`config.mk`:
```
export PLATFORM = sky130hd
export DESIGN_NAME = hazard_ctrl
export DESIGN_NICKNAME = d
export VERILOG_FILES = /design/src/rtl/pipeline_pkg.sv /design/src/rtl/hazard_ctrl_forward_unit.sv /design/src/rtl/hazard_ctrl.sv
export SDC_FILE = /design/constraint.sdc
export NUM_CORES = 1
export LEC_CHECK = 0
export CAP_MARGIN = 20
export CORE_MARGIN = 2
export CORE_UTILIZATION = 33
export CTS_CLUSTER_DIAMETER = 60
export DETAILED_ROUTE_END_ITERATION = 6
export GPL_ROUTABILITY_DRIVEN = 0
export PLACE_DENSITY = 0.71
export SLEW_MARGIN = 20
export SYNTH_ARGS = -nofsm -noshare
export SYNTH_HDL_FRONTEND = slang
export SYNTH_HIERARCHICAL = 1
export SYNTH_SLANG_ARGS = --single-unit
```
`constraint.sdc`:
```
create_clock -name clk -period 6.1 [get_ports clk]
set_input_delay 1.83 -clock clk [delete_from_list [all_inputs] [get_ports clk]]
set_output_delay 1.83 -clock clk [all_outputs]
set_load 0.02 [all_outputs]
```
`src/rtl/pipeline_pkg.sv`:
```
// Shared types and constants for the pipeline hazard/forwarding logic.
package pipeline_pkg;

  typedef enum logic [1:0] {
    FWD_RF = 2'b00,
    FWD_W  = 2'b01,
    FWD_M  = 2'b10
  } fwd_sel_t;

  typedef enum logic {
    RUN     = 1'b0,
    MD_WAIT = 1'b1
  } hz_state_t;

  localparam int REG_ZERO = 0;

endpackage

```
`src/rtl/hazard_ctrl_forward_unit.sv`:
```
// Operand forwarding select for one Execute source register.
// A Memory-stage producer is younger than Writeback, so it wins.
module forward_unit
  import pipeline_pkg::*;
#(
  parameter int reg_addr_width = 5
) (
  input  logic [reg_addr_width-1:0] rsE,
  input  logic [reg_addr_width-1:0] rdM,
  input  logic [reg_addr_width-1:0] rdW,
  input  logic                      regWriteM,
  input  logic                      regWriteW,
  output fwd_sel_t                  fwd
);

  // Select the youngest in-flight producer of rsE, ignoring x0.
  always_comb begin
    fwd = FWD_RF;
    if (regWriteM && (rdM != reg_addr_width'(REG_ZERO)) && (rdM == rsE)) begin
      fwd = FWD_M;
    end else if (regWriteW && (rdW != reg_addr_width'(REG_ZERO)) && (rdW == rsE)) begin
      fwd = FWD_W;
    end else begin
      fwd = FWD_RF;
    end
  end

endmodule

```
`src/rtl/hazard_ctrl.sv`:
```
// Stall/flush/forwarding controller for the 5-stage pipeline, with mul/div
// wait handling, a saturating stall-cycle counter and a sticky md watchdog.
module hazard_ctrl
  import pipeline_pkg::*;
#(
  parameter int reg_addr_width = 5,
  parameter int md_timeout     = 64,
  parameter int cnt_width      = 32
) (
  input  logic                      clk,
  input  logic                      rst_n,
  input  logic [reg_addr_width-1:0] rs1D,
  input  logic [reg_addr_width-1:0] rs2D,
  input  logic [reg_addr_width-1:0] rs1E,
  input  logic [reg_addr_width-1:0] rs2E,
  input  logic [reg_addr_width-1:0] rdE,
  input  logic                      loadE,
  input  logic                      regWriteE,
  input  logic                      regWriteM,
  input  logic                      regWriteW,
  input  logic [reg_addr_width-1:0] rdM,
  input  logic [reg_addr_width-1:0] rdW,
  input  logic                      pcSrcE,
  input  logic                      mdStartE,
  input  logic                      mdDoneE,
  input  logic                      imemReadyF,
  output logic                      stallF,
  output logic                      stallD,
  output logic                      stallE,
  output logic                      flushD,
  output logic                      flushE,
  output logic                      flushM,
  output logic [1:0]                forwardAE,
  output logic [1:0]                forwardBE,
  output logic [cnt_width-1:0]      stallCount,
  output logic                      mdError
);

  localparam int WD_W = $clog2(md_timeout) + 1;

  hz_state_t             state_r, state_nxt_s;
  logic [WD_W-1:0]       watchdog_r, watchdog_nxt_s;
  logic                  redirect_pending_r, redirect_pending_nxt_s;
  logic                  md_error_r, md_error_nxt_s;
  logic [cnt_width-1:0]  stall_count_r;
  logic                  lw_stall_s, wd_expired_s, run_tail_s;
  logic                  stall_f_s, stall_d_s, stall_e_s;
  logic                  flush_d_s, flush_e_s, flush_m_s;
  fwd_sel_t              fwd_a_s, fwd_b_s;

  forward_unit #(.reg_addr_width(reg_addr_width)) u_fwd_a (
    .rsE(rs1E), .rdM(rdM), .rdW(rdW),
    .regWriteM(regWriteM), .regWriteW(regWriteW), .fwd(fwd_a_s)
  );

  forward_unit #(.reg_addr_width(reg_addr_width)) u_fwd_b (
    .rsE(rs2E), .rdM(rdM), .rdW(rdW),
    .regWriteM(regWriteM), .regWriteW(regWriteW), .fwd(fwd_b_s)
  );

  assign lw_stall_s   = loadE && regWriteE && (rdE != reg_addr_width'(REG_ZERO)) &&
                        ((rdE == rs1D) || (rdE == rs2D));
  assign wd_expired_s = (watchdog_r == WD_W'(md_timeout - 1));

  // Next-state and stall/flush decode; run_tail_s covers the lower-priority RUN rules.
  always_comb begin
    state_nxt_s            = state_r;
    watchdog_nxt_s         = watchdog_r;
    redirect_pending_nxt_s = redirect_pending_r;
    md_error_nxt_s         = md_error_r;
    run_tail_s             = 1'b0;
    stall_f_s              = 1'b0;
    stall_d_s              = 1'b0;
    stall_e_s              = 1'b0;
    flush_d_s              = 1'b0;
    flush_e_s              = 1'b0;
    flush_m_s              = 1'b0;

    case (state_r)
      RUN: begin
        if (pcSrcE) begin
          flush_d_s = 1'b1;
          flush_e_s = 1'b1;
          // A redirect during a fetch wait, or on top of one, must flush the late fetch.
          if (!imemReadyF) begin
            redirect_pending_nxt_s = 1'b1;
          end else begin
            redirect_pending_nxt_s = redirect_pending_r;
          end
        end else if (mdStartE && !mdDoneE) begin
          stall_f_s      = 1'b1;
          stall_d_s      = 1'b1;
          stall_e_s      = 1'b1;
          flush_m_s      = 1'b1;
          state_nxt_s    = MD_WAIT;
          watchdog_nxt_s = WD_W'(1);
        end else begin
          run_tail_s = 1'b1;
        end
      end
      MD_WAIT: begin
        if (mdDoneE) begin
          state_nxt_s    = RUN;
          watchdog_nxt_s = {WD_W{1'b0}};
          run_tail_s     = 1'b1;
        end else if (wd_expired_s) begin
          md_error_nxt_s = 1'b1;
          state_nxt_s    = RUN;
          watchdog_nxt_s = {WD_W{1'b0}};
          run_tail_s     = 1'b1;
        end else begin
          stall_f_s      = 1'b1;
          stall_d_s      = 1'b1;
          stall_e_s      = 1'b1;
          flush_m_s      = 1'b1;
          watchdog_nxt_s = watchdog_r + WD_W'(1);
        end
      end
      default: begin
        state_nxt_s    = RUN;
        watchdog_nxt_s = {WD_W{1'b0}};
      end
    endcase

    if (run_tail_s) begin
      if (redirect_pending_r && imemReadyF) begin
        flush_d_s              = 1'b1;
        redirect_pending_nxt_s = 1'b0;
      end else if (lw_stall_s) begin
        // Holding D outranks a fetch-wait bubble, so flushD stays low here.
        stall_f_s = 1'b1;
        stall_d_s = 1'b1;
        flush_e_s = 1'b1;
      end else if (!imemReadyF) begin
        stall_f_s = 1'b1;
        flush_d_s = 1'b1;
      end else begin
        stall_f_s = 1'b0;
      end
    end else begin
      run_tail_s = 1'b0;
    end
  end

  // State, watchdog, redirect flag, sticky error and saturating stall counter.
  always_ff @(posedge clk or negedge rst_n) begin
    if (!rst_n) begin
      state_r            <= RUN;
      watchdog_r         <= {WD_W{1'b0}};
      redirect_pending_r <= 1'b0;
      md_error_r         <= 1'b0;
      stall_count_r      <= {cnt_width{1'b0}};
    end else begin
      state_r            <= state_nxt_s;
      watchdog_r         <= watchdog_nxt_s;
      redirect_pending_r <= redirect_pending_nxt_s;
      md_error_r         <= md_error_nxt_s;
      if (stall_f_s && (stall_count_r != {cnt_width{1'b1}})) begin
        stall_count_r <= stall_count_r + cnt_width'(1);
      end
    end
  end

  assign stallF     = stall_f_s;
  assign stallD     = stall_d_s;
  assign stallE     = stall_e_s;
  assign flushD     = flush_d_s;
  assign flushE     = flush_e_s;
  assign flushM     = flush_m_s;
  assign forwardAE  = fwd_a_s;
  assign forwardBE  = fwd_b_s;
  assign stallCount = stall_count_r;
  assign mdError    = md_error_r;

endmodule

```
==> impl_metrics.ini, run 1 <==
[critical_path]
r2r_cells = 7
path_cells = clkdlybuf4s50_1, or4_1, o2111a_1, o211a_1, a21bo_1, buf_4, clkdlybuf4s50_1
r2r-end = stallCount[1]
startpoint_type = input pin
max_stage_delay_ps = 540
cp_num_buf_inv = 3
worstPathArrival_ps = 4080
crit_slowest_cell = clkdlybuf4s50_1
path_class = in2out
crit_path_end_kind = primary output
critPathMaxFanout = 3
reg2reg_from = stallCount[4]
rrSetupSlack_ps = 3620
cpMostUsedCell = clkdlybuf4s50_1
cp_data_required_time_ps = 4270
critPathTopFamily = buffers and inverters

[min_path]
worstHoldStart = mdError
hold_end = mdError
min_delay_path_depth = 1
hp-class = reg2reg

[sta]
clock_skew_ps = 10.9
worst_slew_pin_slew_ps = 938
grt_setup_unrepaired = false
timing.hold.ws_ps = 462
tns_ps = 0
final-setup-viol-count = 0
setup_ws_ps = 189
fmax_mhz = 169
hold_violations = 0
slew_viol_final = 0
fin_crit_ps = 5910
fin_crit_sh = 0.969
slew_headroom = 0.375

[power_and_ir_drop]
power.internal_w = 0.000599
p_per_area_mw_per_mm2 = 232
seqPwrFrac = 0.398
pwr-share-clk = 0.316
p_switching_w = 0.000258
leakage_nw = 1.53
swShare = 0.301
total_power_w = 0.000857
vdd_ir_drop_max_uv = 128
comb_power_share = 0.286

[clock_tree]
clk_path_buf_depth = 2
cts_setup_buffers = 0
cts_resized = 0
cts_tree = built
cts_max_level = 2
clock_sinks = 42
cts_root_buf = clkbuf_8
cts-buffers-inserted = 5
cts.clk_slew.worst_paths_ps = 80
cts_hold_buf = 0
clock_latency_ps = 300

[layout]
layout_common_cells = 85 x clkdlybuf4s50_1, 42 x dfrtp_1, 36 x xnor2_1, 28 x nand2_1, 25 x nand3_1
fillers = 717
drive_above_1_share = 0.0658
area_growth_pct = 44.6
final_nets = 411
layout_commonest_cell = clkdlybuf4s50_1
diodes = 0

[routing]
drt_wl_total_um = 6590
drtIter0Drc = 115
viasPerCell = 4.99
avgRoutedWirePerCell_um = 14.1
drc = 0
vias = 2331
ant_nets = 0
drt_first_pass_iters = 4

[logic_synthesis]
yosysWarnings = 6
syn_area_mm2 = 0.00255
yosys_register_bits = 42
synth-edff-count = 0
synth_area_per_cell_um2 = 9.42
async_reset_ff_frac = 1.00
seq_area_frac_synth = 0.412
syn_inst = 271
syn_nets = 318
synthFlopType = dfrtp_1
ys_types = 49

[grt]
antenna_found_initial = 0
track_usage = 0.154
gr-total-overflow = 0
grt_pass1_vias = 2329
grt_pass1_wl_um = 10700
grt_max_degree = 43

[placement]
portBuffers = 87
dp_hpwl_um = 5030
post-place-ws_ps = 61.2

[run]
maxCapViolations = 0

[floorplanning]
num_rows = 32
num_io_pins = 88
core-area_mm2 = 0.00761
fp.dieArea_mm2 = 0.00845
die_x_um = 91.9
die_y_um = 91.9
initial_core_util = 0.336

[status]
status = complete, no violations
sequential cells by signal (all words and copies together) (netlist names):
| name | cells |
|---|---|
| watchdog_r | 7 |
| redirect_pending_r | 1 |
| mdError | 1 |
| state_r | 1 |
| stallCount | 32 |
logic make-up after synthesis:
logic type,Yosys count,synth area share
and+or+nand+nor,125,0.252
buffers and inverters,10,0.0206
muxes,2,0.00833
xor gates and xnor gates,59,0.202
AOI/OAI and AO/OA,31,0.0946
DFF,42,0.412
adders and majority gates,2,0.00980
cells in the mapped netlist (2+ instances only):
master     n  area, µm²
buf_2      3       15.0
nand2b_1   2       12.5
inv_1      4       15.0
xor2_1    23        201
nor3_2     2       20.0
and4_1     3       26.3
xnor2_1   36        315
dfrtp_1   42       1050
o41ai_2    2       32.5
o21ai_0    7       35.0
a211oi_2   2       25.0
nand2_1   28        105
nor4b_1    2       17.5
a31oi_1    2       12.5
ha_1       2       25.0
or2_2      2       12.5
or3_1      2       12.5
and3_1     6       37.5
nor2_1    23       86.3
nor4_1     7       43.8
nand4_1    7       43.8
a21oi_1    4       20.0
nor3_1    10       50.1
nand3_1   25        125
layout make-up:
| cell class | instances | area [µm²] | share of cell area |
|---|---|---|---|
| multi-input combinational | 219 | 1450 | 0.393 |
| sequential | 42 | 1050 | 0.285 |
| timing repair buffer | 92 | 906 | 0.245 |
| tap | 102 | 128 | 0.0346 |
| clock buffer | 6 | 82.6 | 0.0224 |
| clock inverter | 2 | 60.1 | 0.0163 |
| inverter | 4 | 15.0 | 0.00407 |
routing by layer:
metal,global-route usage,up-vias,share of wire
met4,0.0348,0,0.0099
met5,0,-,0
met1,0.196,1130,0.44
li1,-,1143,-
met2,0.262,50,0.50
met3,0.0394,8,0.047
worst reg2reg max path: cells and delay by family (launching register included):
kind	cells	cell delay, ps
compound gates	1	120
buf+inv	1	260
mux	1	340
simple gates	4	1200
flops	1	440
worst max path at each step:
stage	start	to	cells after the start
floorplan	rdE[1]	stallF	7
global placement	rdE[3]	stallF	7
detailed placement	rdE[3]	stallF	7
CTS	rdE[3]	stallF	7
global route	rdE[3]	stallD	7
finish	rdE[3]	stallD	7
through the flow:
| stage | utilization | cell area [µm²] | std cells |
|---|---|---|---|
| 2_1_floorplan | - | 2550 | 271 |
| 3_3_place_gp | 0.466 | 3550 | 459 |
| 3_5_place_dp | 0.466 | 3550 | 459 |
| 4_1_cts | 0.485 | 3690 | 467 |
| 5_1_grt | 0.485 | 3690 | 467 |
| 6_report | 0.485 | 3690 | 467 |
power by group through the flow:
stage | clock network (W) | registers [W] | logic, W
final | 0.000271 | 0.000341 | 0.000245
after global routing | 0.000289 | 0.000345 | 0.000263
after CTS | 0.000277 | 0.000341 | 0.000248
after detailed placement | 0 | 0.000346 | 0.000247
after global placement | 0 | 0.000344 | 0.000242
after floorplan | 0 | 0.000368 | 0.0000959
Power figures use the tool's default switching activity.
==> inputs of run 2 (changes only) <==
Settings changed: PLACE_DENSITY 0.71 to 0.68.
Clock period 6.1 ns to 5.78 ns, I/O delays scaled along.
==> impl_metrics.ini, run 2 (synthesis results as in run 1) <==
[status]
status = complete, no violations

[routing]
drt_wl_total_um = 6290
viasPerCell = 5.05
drc = 0
vias = 2369
avgRoutedWirePerCell_um = 13.4
drt_first_pass_iters = 4
drtIter0Drc = 123
ant_nets = 0

[run]
maxCapViolations = 0

[layout]
final_nets = 413
diodes = 0
fillers = 742
area_growth_pct = 43.6
layout_commonest_cell = clkdlybuf4s50_1
drive_above_1_share = 0.0654
layout_common_cells = 85 x clkdlybuf4s50_1, 42 x dfrtp_1, 36 x xnor2_1, 28 x nand2_1, 25 x nand3_1
fin_area_mm2 = 0.00367
fin_cells = 469
largest_reg_flops = 32

[sta]
tns_ps = 0
clock_skew_ps = 4.82
timing.hold.ws_ps = 463
slew_viol_final = 0
final-setup-viol-count = 0
fmax_mhz = 176
fin_crit_sh = 0.981
worst_slew_pin_slew_ps = 927
fin_crit_ps = 5670
hold_violations = 0
slew_headroom = 0.382
grt_setup_unrepaired = false

[clock_tree]
cts_root_buf = clkbuf_8
clk_path_buf_depth = 2
clock_latency_ps = 290
cts_setup_buffers = 0
cts.clk_slew.worst_paths_ps = 70
clock_sinks = 42
cts-buffers-inserted = 5
cts_tree = built
cts_max_level = 2

[power_and_ir_drop]
leakage_nw = 1.51
power.internal_w = 0.000578
pwr-share-clk = 0.268
vdd_ir_drop_max_uv = 137
p_switching_w = 0.000265
swShare = 0.315
p_per_area_mw_per_mm2 = 230
total_power_w = 0.000843
seqPwrFrac = 0.427
comb_power_share = 0.305

[critical_path]
startpoint_type = input pin
critPathTopFamily = buffers and inverters
cp_num_buf_inv = 3
path_cells = clkdlybuf4s50_1, or4_1, o2111a_1, o211a_1, a21bo_1, buf_4, clkdlybuf4s50_1
crit_slowest_cell = or4_1
max_stage_delay_ps = 560
cp_data_required_time_ps = 4050
cpMostUsedCell = clkdlybuf4s50_1
critPathMaxFanout = 2
crit_path_end_kind = primary output
worstPathArrival_ps = 3930
path_class = in2out

[grt]
grt_max_degree = 43
antenna_found_initial = 0
gr-total-overflow = 0
grt_pass1_wl_um = 10900
grt_pass1_vias = 2379
track_usage = 0.157

[floorplanning]
die_y_um = 91.9
initial_core_util = 0.336
num_io_pins = 88
core-area_mm2 = 0.00761
die_x_um = 91.9
fp.dieArea_mm2 = 0.00845
num_rows = 32

[placement]
dp_hpwl_um = 4940
placed_area_mm2 = 0.00356
dp.cells = 461
portBuffers = 87

[min_path]
hp-class = reg2reg
-- run 2: worst paths after layout --
| check | startpoint | to | slack, ps | depth (start not counted) |
|---|---|---|---|---|
| max | rdE[1] | stallD | 110 | 7 |
| min | mdError | mdError | 460 | 1 |
| max reg2reg | stallCount[4] | stallCount[1] | 3320 | 7 |
| min reg2reg | mdError | mdError | 460 | 1 |
| max in group asynchronous | rst_n | watchdog_r[3] | 3630 | 1 |
| min in group asynchronous | rst_n | stallCount[21] | 1570 | 1 |
-- run 2: through the flow --
| stage | setup WS, ps | utilization |
|---|---|---|
| floorplan | 665 | - |
| global placement | -23.9 | 0.468 |
| detailed placement | -33.4 | 0.468 |
| CTS | 96.0 | 0.482 |
| global route | 44.1 | 0.482 |
| finish | 112 | 0.482 |
-- run 2: what timing repair did --
action                     4_1_cts  5_1_grt
gates resized for setup          1        0
setup endpoints to repair        1        0
hold buffers                     0        0
-- run 2: metal layers --
layer,vias up,share of wire,track usage
met1,1149,0.42,0.194
met3,14,0.049,0.0411
met4,0,0.022,0.0485
met5,-,0,0
li1,1149,-,-
met2,57,0.51,0.270
-- run 2: final cells by class --
class,instances,area (µm²),area share
inverter,4,15.0,0.00410
sequential,42,1050,0.287
clock inverter,1,30.0,0.00819
clock buffer,7,76.3,0.0208
multi-input combinational,219,1450,0.395
timing repair buffer,94,917,0.250
tap,102,128,0.0348
-- run 2: worst register-to-register path, cell delays in order (launching register included) --
cell     delay [ps]
dfrtp_1         430
and4_1          260
nand2_1         250
nor2_1          480
nand2_1         200
o21ai_1         120
buf_4           260
mux2_1          350
-- run 2: power groups by stage --
stage / clock network (W) / registers [W] / logic, W
3_3_place_gp: 0 / 0.000365 / 0.000255
3_5_place_dp: 0 / 0.000366 / 0.000259
5_1_grt: 0.000247 / 0.000366 / 0.000279
4_1_cts: 0.000232 / 0.000360 / 0.000259
6_report: 0.000226 / 0.000360 / 0.000257
2_1_floorplan: 0 / 0.000389 / 0.000101
==> inputs of run 3 (changes only) <==
--- a/constraint.sdc
+++ b/constraint.sdc
@@ -3,2 +3,2 @@
 set_output_delay 1.734 -clock clk [all_outputs]
-set_load 0.02 [all_outputs]
+set_load 0.01 [all_outputs]
==> impl_metrics.ini, run 3 (synthesis results as in run 1) <==
[sta]
tns_ps = 0
fmax_mhz = 178
timing.hold.ws_ps = 475
slew_viol_final = 0
fin_crit_ps = 5610
grt_setup_unrepaired = false
slew_headroom = 0.382
fin_crit_sh = 0.970
hold_violations = 0
final-setup-viol-count = 0
clock_skew_ps = 8.95
worst_slew_pin_slew_ps = 928

[grt]
antenna_found_initial = 0
grt_pass1_wl_um = 10600
grt_pass1_vias = 2330
grt_max_degree = 43
gr-total-overflow = 0
track_usage = 0.155

[floorplanning]
num_io_pins = 88
initial_core_util = 0.336
die_x_um = 91.9
core-area_mm2 = 0.00761
num_rows = 32
die_y_um = 91.9
fp.dieArea_mm2 = 0.00845

[critical_path]
critPathMaxFanout = 2
crit_slowest_cell = or4_1
cp_num_buf_inv = 3
cpMostUsedCell = clkdlybuf4s50_1
path_class = in2out
critical_path_depth = 7
max_stage_delay_ps = 560
critPathTopFamily = buffers and inverters
startpoint_type = input pin
crit_path_end_kind = primary output
worstPathArrival_ps = 3870
cp_data_required_time_ps = 4050
path_cells = clkdlybuf4s50_1, or4_1, o2111a_1, o211a_1, a21bo_1, buf_4, clkdlybuf4s50_1
r2r_cells = 7

[layout]
layout_common_cells = 85 x clkdlybuf4s50_1, 42 x dfrtp_1, 36 x xnor2_1, 28 x nand2_1, 25 x nand3_1
layout_commonest_cell = clkdlybuf4s50_1
area_growth_pct = 44.0
drive_above_1_share = 0.0683
fillers = 725
fin_cells = 468
diodes = 0
final_util = 0.483
final_nets = 413
largest_reg_flops = 32

[clock_tree]
cts_setup_buffers = 0
cts_root_buf = clkbuf_8
cts_resized = 0
cts.clk_slew.worst_paths_ps = 80
clock_sinks = 42
clk_path_buf_depth = 2
cts_max_level = 2
cts_hold_buf = 0
clock_latency_ps = 290
cts-buffers-inserted = 5
cts_tree = built

[placement]
portBuffers = 87
dp_hpwl_um = 4970
dp.cells = 461

[routing]
vias = 2336
drt_wl_total_um = 6350
drtIter0Drc = 87
drt_first_pass_iters = 4
avgRoutedWirePerCell_um = 13.6
drc = 0
viasPerCell = 4.99
ant_nets = 0

[min_path]
hp-class = reg2reg
min_delay_path_depth = 1

[run]
maxCapViolations = 0

[power_and_ir_drop]
total_power_w = 0.000830
vdd_ir_drop_max_uv = 106
p_per_area_mw_per_mm2 = 226
leakage_nw = 1.53

[status]
status = complete, no violations
run 3: changes by cell type in the layout (fill, tap and decap cells not counted):
cell / delta
clkbuf_8: +1
clkbuf_1: -2
dlygate4sd2_1: -1
dlymetal6s2s_1: +1
run 3: layer usage:
layer / part of all wire / vias up / track usage
met5: 0 / - / 0
met4: 0.023 / 0 / 0.0597
met3: 0.044 / 12 / 0.0345
met2: 0.50 / 56 / 0.259
met1: 0.43 / 1116 / 0.195
li1: - / 1152 / -
run 3: area by class of cell:
class | instances | area, µm² | share of cell area
multi-input combinational | 219 | 1450 | 0.394
timing repair buffer | 94 | 921 | 0.251
clock inverter | 1 | 30.0 | 0.00817
sequential | 42 | 1050 | 0.286
clock buffer | 6 | 82.6 | 0.0225
tap | 102 | 128 | 0.0347
inverter | 4 | 15.0 | 0.00408
run 3: power by group:
part | internal (W) | total (W) | switching (W) | leakage [nW]
Combinational | 0.000125 | 0.000234 | 0.000109 | 0.904
Clock | 0.000138 | 0.000235 | 0.0000969 | 0.0573
Sequential | 0.000323 | 0.000360 | 0.0000371 | 0.568
run 3: final timing paths:
check,start,to,slack (ps)
setup / recovery,rdE[1],stallD,170
hold / removal,mdError,mdError,470
setup reg to reg,stallCount[4],stallCount[1],3310
hold reg to reg,mdError,mdError,470
max in group asynchronous,rst_n,stallCount[27],3620
min in group asynchronous,rst_n,stallCount[21],1570
run 3: per-stage QoR:
| stage | instance area (µm²) | setup WS (ps) |
|---|---|---|
| 2_1_floorplan | 2550 | 725 |
| 3_3_place_gp | 3560 | 35.6 |
| 3_5_place_dp | 3560 | 19.1 |
| 4_1_cts | 3670 | 15.2 |
| 5_1_grt | 3680 | 91.9 |
| 6_report | 3680 | 171 |
